[src/rtl/wb_arbiter2.sv]
// Two-master Wishbone arbiter: round-robin grant, bus locked for the owner's whole cyc.
// Define ARB_TIMEOUT_EN to add the slave-ack watchdog that errors stalled accesses.
`timescale 1ns/1ps

module wb_arbiter2 #(
  parameter int TIMEOUT_CYCLES = 16,
  parameter int CNT_W          = 5
) (
  input  logic       clk_i,
  input  logic       rst_ni,
  input  logic       m0_cyc_i,
  input  logic       m0_stb_i,
  input  logic       m0_we_i,
  input  logic [7:0] m0_adr_i,
  input  logic [7:0] m0_dat_i,
  output logic [7:0] m0_dat_o,
  output logic       m0_ack_o,
  output logic       m0_err_o,
  input  logic       m1_cyc_i,
  input  logic       m1_stb_i,
  input  logic       m1_we_i,
  input  logic [7:0] m1_adr_i,
  input  logic [7:0] m1_dat_i,
  output logic [7:0] m1_dat_o,
  output logic       m1_ack_o,
  output logic       m1_err_o,
  output logic       s_cyc_o,
  output logic       s_stb_o,
  output logic       s_we_o,
  output logic [7:0] s_adr_o,
  output logic [7:0] s_dat_o,
  input  logic [7:0] s_dat_i,
  input  logic       s_ack_i,
  output logic [1:0] gnt_o
);

  if (TIMEOUT_CYCLES < 2 || TIMEOUT_CYCLES > (1 << CNT_W)) begin : g_bad_cnt_w
    $error("CNT_W too narrow for TIMEOUT_CYCLES");
  end

  typedef enum logic [1:0] {
    IDLE = 2'd0,
    GNT0 = 2'd1,
    GNT1 = 2'd2
  } state_t;

  state_t state_q, state_d;
  logic   last_gnt_q, last_gnt_d;

  // NOTE: state registers use non-blocking assignments so every flop samples pre-edge values.
  always_ff @(posedge clk_i or negedge rst_ni) begin
    if (!rst_ni) begin
      state_q    <= IDLE;
      last_gnt_q <= 1'b1;
    end else begin
      state_q    <= state_d;
      last_gnt_q <= last_gnt_d;
    end
  end

  // NOTE: defaults first so no path through the case leaves a variable unassigned (no latch).
  always_comb begin
    state_d    = state_q;
    last_gnt_d = last_gnt_q;
    unique case (state_q)
      IDLE: begin
        if (m0_cyc_i && m1_cyc_i) state_d = last_gnt_q ? GNT0 : GNT1;
        else if (m0_cyc_i)        state_d = GNT0;
        else if (m1_cyc_i)        state_d = GNT1;
      end
      GNT0: begin
        if (!m0_cyc_i) begin
          last_gnt_d = 1'b0;
          state_d    = m1_cyc_i ? GNT1 : IDLE;
        end
      end
      GNT1: begin
        if (!m1_cyc_i) begin
          last_gnt_d = 1'b1;
          state_d    = m0_cyc_i ? GNT0 : IDLE;
        end
      end
      default: state_d = IDLE;
    endcase
  end

  assign gnt_o = {state_q == GNT1, state_q == GNT0};

  always_comb begin
    s_cyc_o = 1'b0;
    s_stb_o = 1'b0;
    s_we_o  = 1'b0;
    s_adr_o = '0;
    s_dat_o = '0;
    if (state_q == GNT0) begin
      s_cyc_o = m0_cyc_i;
      s_stb_o = m0_stb_i;
      s_we_o  = m0_we_i;
      s_adr_o = m0_adr_i;
      s_dat_o = m0_dat_i;
    end else if (state_q == GNT1) begin
      s_cyc_o = m1_cyc_i;
      s_stb_o = m1_stb_i;
      s_we_o  = m1_we_i;
      s_adr_o = m1_adr_i;
      s_dat_o = m1_dat_i;
    end
  end

  // Read data is broadcast; only the owner's ack qualifies it.
  assign m0_dat_o = s_dat_i;
  assign m1_dat_o = s_dat_i;
  assign m0_ack_o = s_ack_i & gnt_o[0];
  assign m1_ack_o = s_ack_i & gnt_o[1];

`ifdef ARB_TIMEOUT_EN
  logic [CNT_W-1:0] cnt_q;
  logic             stall;
  logic             expire;

  assign stall  = s_cyc_o & s_stb_o & ~s_ack_i;
  assign expire = stall && (cnt_q == CNT_W'(TIMEOUT_CYCLES - 1));

  // Counter holds while the owner idles its strobe without an ack.
  always_ff @(posedge clk_i or negedge rst_ni) begin
    if (!rst_ni)                                            cnt_q <= '0;
    else if (state_q == IDLE || state_d != state_q || s_ack_i || expire) cnt_q <= '0;
    else if (stall)                                         cnt_q <= cnt_q + CNT_W'(1);
  end

  assign m0_err_o = expire & gnt_o[0];
  assign m1_err_o = expire & gnt_o[1];
`else
  assign m0_err_o = 1'b0;
  assign m1_err_o = 1'b0;
`endif

endmodule

[config.mk]
export PLATFORM = sky130hd
export DESIGN_NAME = wb_arbiter2
export DESIGN_NICKNAME = d
export VERILOG_FILES = /design/src/rtl/wb_arbiter2.sv
export SDC_FILE = /design/constraint.sdc
export NUM_CORES = 1
export LEC_CHECK = 0
export CELL_PAD_IN_SITES_DETAIL_PLACEMENT = 1
export CELL_PAD_IN_SITES_GLOBAL_PLACEMENT = 1
export CORE_MARGIN = 3
export CORE_UTILIZATION = 12
export CTS_CLUSTER_DIAMETER = 200
export CTS_CLUSTER_SIZE = 25
export DETAILED_ROUTE_END_ITERATION = 12
export GPL_TIMING_DRIVEN = 0
export PLACE_DENSITY_LB_ADDON = 0.1
export RECOVER_POWER = 100
export SKIP_CTS_REPAIR_TIMING = 1
export SLEW_MARGIN = 20
export SYNTH_ARGS = -nofsm -noshare
export SYNTH_HDL_FRONTEND = slang
export SYNTH_SLANG_ARGS = --single-unit
[constraint.sdc]
create_clock -name clk_i -period 1.7 [get_ports clk_i]
set_input_delay 0.34 -clock clk_i [delete_from_list [all_inputs] [get_ports clk_i]]
set_output_delay 0.34 -clock clk_i [all_outputs]
set_load 0.005 [all_outputs]
### Yosys cells after proc, flatten, opt, wreduce, memory -nomap -nowiden

Cells that the tools add are included.

* logic and storage cells: 36
* register bits: 3
* output and inout port bits: 41

* mux-type cells: 22
* reductions and logical operators: 5
* equality and inequality tests: 5
* bitwise operators: 2

Operators with widths (count)
* $mux 8: 4
* $mux 2: 7
* $mux 1: 9
* $pmux 2 s3: 1
* $reduce_and 3->1: 2
* $ne 2x2->1 const B: 2
* $ne 4x4->1 const B: 1
* $and 1x1->1: 2
* $eq 2x1->1 const B: 1
* $eq 2x2->1 const B: 1
* $logic_not 2->1: 1
* $pmux 1 s2: 1
* $reduce_bool 2->1: 1
* $logic_and 1x1->1: 1

### Logic depth before layout (Yosys ltp)

Gate-level depths: netlist of run 1.

* word-level depth: 4
* depth in mapped cells: 3
* gate-level depth less buffers: 3

### Least setup slack after synthesis of run 1

OpenSTA, ideal clock, no wires.

* kind: reg2out
* from: register state_q[1]
* to: output port s_adr_o[0]
* required time: 1360 ps
* path buffers: 1
* stages on the path, launching flop included: 4
* arrival: 971 ps
* path slack: 389 ps
* cells stage by stage: dfrtp_1 > nor2b_4 > buf_6 > a22o_2

* cells in the longest elaborated chain, start to end: 3
* elaborated cells on any way between the ends: 4
* those cells by class: eq/ne: 2; mux: 2

Ends and longest elaborated chain
* from (decl): RTL line 47 `state_t state_q, state_d;`
* from (signal assigned): RTL line 56 `state_q <= state_d;`
* $eq 2x2->1: RTL line 101 `end else if (state_q == GNT1) begin`
* $mux 8: RTL line 101
* $mux 8 (*): RTL line 95 `if (state_q == GNT0) begin`
* to (decl): RTL line 30 `output logic [7:0] s_adr_o,`

Mark *: on every way between the ends. The rest lies on a longest branch, timed or not.

### Worst setup path after layout of run 1

* from: register state_q[1]
* to: output port s_dat_o[3]

* cells in the longest elaborated chain, start to end: 3
* elaborated cells on any way between the ends: 4
* those cells by class: eq/ne: 2; mux: 2

Ends and longest elaborated chain
* $eq 2x2->1: RTL line 101
* $mux 8: RTL line 101
* $mux 8 (*): RTL line 95
* to (decl): RTL line 31 `output logic [7:0] s_dat_o,`

Marked as above.

==> results of run 1 <==
through the flow:
step                 util  total power [mW]
finish              0.391              1.01
global route        0.391              1.09
CTS                 0.346             0.916
detailed placement  0.335             0.695
global placement    0.335             0.685
floorplan               -             0.348
cells in the final DEF (no fill, tap or decap), drive strengths merged, types with 3 or more instances in the layout:
master         instances
dlygate4sd3           19
clkdlybuf4s50         37
a22o                  19
buf                   59
clkbuf                14
and2                   3
nor2b                  3
state kept, by name, summed over array words and instances (netlist names):
signal / count
state_q: 2
last_gnt_q: 1
final cells by class:
class | instances | area, um2 | area share
Timing Repair Buffer | 104 | 961 | 0.593
Buffer | 23 | 188 | 0.116
Clock buffer | 4 | 45.0 | 0.0278
Tap cell | 50 | 62.6 | 0.0386
Multi-Input combinational cell | 34 | 283 | 0.174
Inverter | 1 | 3.75 | 0.00231
Sequential cell | 3 | 78.8 | 0.0486
worst paths after layout:
kind / endpoint / slack, ns / cells past startpoint
max: s_dat_o[3] / -0.21 / 7
min: state_q[0] / 0.37 / 1
max reg2reg: state_q[0] / 0.71 / 4
min reg2reg: last_gnt_q / 0.54 / 2
max in group asynchronous: last_gnt_q / 1.11 / 1
min in group clk_i: last_gnt_q / 0.54 / 2
cell families (layout without fill, tap and decap cells):
| family | Yosys count | count (layout) | synth area share |
|---|---|---|---|
| AO/OA/AOI/OAI | 24 | 24 | 0.387 |
| buffers and inverters | 24 | 132 | 0.347 |
| AND/OR/NAND/NOR | 8 | 8 | 0.116 |
| flip-flops | 3 | 3 | 0.144 |
| other | 1 | 2 | 0.00707 |
routing by layer:
metal | part of all wire | wire [um]
met1 | 0.34 | 1000
met2 | 0.56 | 1640
met3 | 0.089 | 260
met4 | 0.010 | 30
met5 | 0 | 0
power by group:
group	total (mW)	leakage [nW]	internal (mW)	switching (mW)
combinational	0.689	0.756	0.474	0.216
sequential	0.114	0.0332	0.0944	0.0198
clock	0.210	0.0228	0.160	0.0501
total	1.01	0.812	0.728	0.286
==> results.cfg, run 1 <==
[route]
routed_via_density = 3.86
wl_um = 2940
ant_nets = 0
vias = 846
drt_iter0_drc = 2
dr.pass1.iters = 3
drc = 0
wire_per_inst_um = 13.4

[critical_path]
cpPeakStageDelay_ns = 0.43
cp_slowest_cell = dfrtp_2
end_kind = output pin
rr_startpoint = state_q[0]
worstPathArrival_ns = 1.57
critPathLaunch = state_q[1]
path_buf_inv = 5
critPathTopFamily = buffers and inverters
start_kind = flop
cp_cell_sequence = nor2b_4, buf_6, buf_6, buf_6, buf_6, a22o_1, buf_2
cp_max_fo = 6
crit_type = reg2out
worst_ep_required_time_ns = 1.36
cp_common_cell = buf_6

[place]
dpl.cell_count = 190
dpl_cell_area_mm2 = 0.00139
dp_hpwl_um = 2240
place_ws_ns = -0.182
globalplace.congestion = 0.723
port-buffer-count = 79

[sta]
hold_viol_final = 0
max_freq_mhz = 523
fin_crit_ns = 1.91
slew_viol_final = 0
fin_setup_tns_ns = -2.21
finalSetupViolations = 19
rsz0062_at_grt = yes
fin_worst_skew_ns = 0.00439
holdWs_ns = 0.365
fin_ws_ns = -0.211
fin_crit_sh = 1.12

[worst_hold_path]
min_path_type = in2async

[global_route]
antenna_found_initial = 0
grt_pass1_vias = 772
grt_pass1_wl_um = 3850
busiest_layer = met2
grt_overflow = 0
grt_use_met2 = 0.183
grt_usage = 0.0942
grt_max_degree = 11
grt_use_met3 = 0.0222
met1_usage = 0.0953

[logic_synthesis]
ys_top_cells_by_count = buf_4, a22o_1, a22o_2
synth.most_common_cell = buf_4
postSynthAreaPerCell_um2 = 8.84
synthesis.area_um2 = 531
synth_area_leaders = buf_4, a22o_1, a22o_2
ys_warn_count = 0
yosysSeqAreaShare = 0.144
yosysUniqueCellTypes = 17
synth_area_leader_cell = buf_4
synthCells = 60
synth-main-ff-cell = dfrtp_1
netlist.area_leader.share = 0.297
ys_async_sr_fraction = 1.00
synth_edf_count = 0
ys_ff_latch = 3

[finish]
final_cells = 219
area_growth_pct = 206
final_cell_area_mm2 = 0.00162
fillers = 501
diodes = 0
nNetsFinal = 219
drive_above_1_share = 0.503

[die]
start_util = 0.128
die_area_mm2 = 0.00525
coreArea_mm2 = 0.00414
pin_count = 90
die_w_um = 72.5
fp-row-count = 23
die-height_um = 72.5

[power_and_ir_drop]
power_leakage_nw = 0.812
peakVddDrop_uv = 632
powerDensity_mw_per_mm2 = 625

[clock_tree]
cts_sinks = 3
cts_tree = yes
clkSlewWorstSetupHoldPaths_ns = 0.03
ctsHtreeMaxLevel = 1
cts-root-buf = clkbuf_8
clock_path_buffers = 2
numCtsBuffers = 3
clock_latency_ns = 0.22

[outcome]
violations = setup timing
status = finished with violations

[flow_run]
maxCapViolCount = 0
(Power assumes the default switching activity.)
==> run 2: changes to the inputs <==
--- a/config.mk
+++ b/config.mk
@@ -12,6 +12,7 @@
 export CTS_CLUSTER_DIAMETER = 200
 export CTS_CLUSTER_SIZE = 25
 export DETAILED_ROUTE_END_ITERATION = 12
+export GPL_ROUTABILITY_DRIVEN = 0
 export GPL_TIMING_DRIVEN = 0
 export PLACE_DENSITY_LB_ADDON = 0.1
 export RECOVER_POWER = 100
==> results of run 2 <==
Same layout as run 1: the final DEF is identical, and so are final timing and power.
==> run 3: changes to the inputs <==
--- a/config.mk
+++ b/config.mk
@@ -5,6 +5,7 @@
 export SDC_FILE = /design/constraint.sdc
 export NUM_CORES = 1
 export LEC_CHECK = 0
+export ABC_CLOCK_PERIOD_IN_PS = 1700
 export CELL_PAD_IN_SITES_DETAIL_PLACEMENT = 1
 export CELL_PAD_IN_SITES_GLOBAL_PLACEMENT = 1
 export CORE_MARGIN = 3
==> results of run 3 <==
Same layout as run 1: the final DEF is identical, and so are final timing and power.
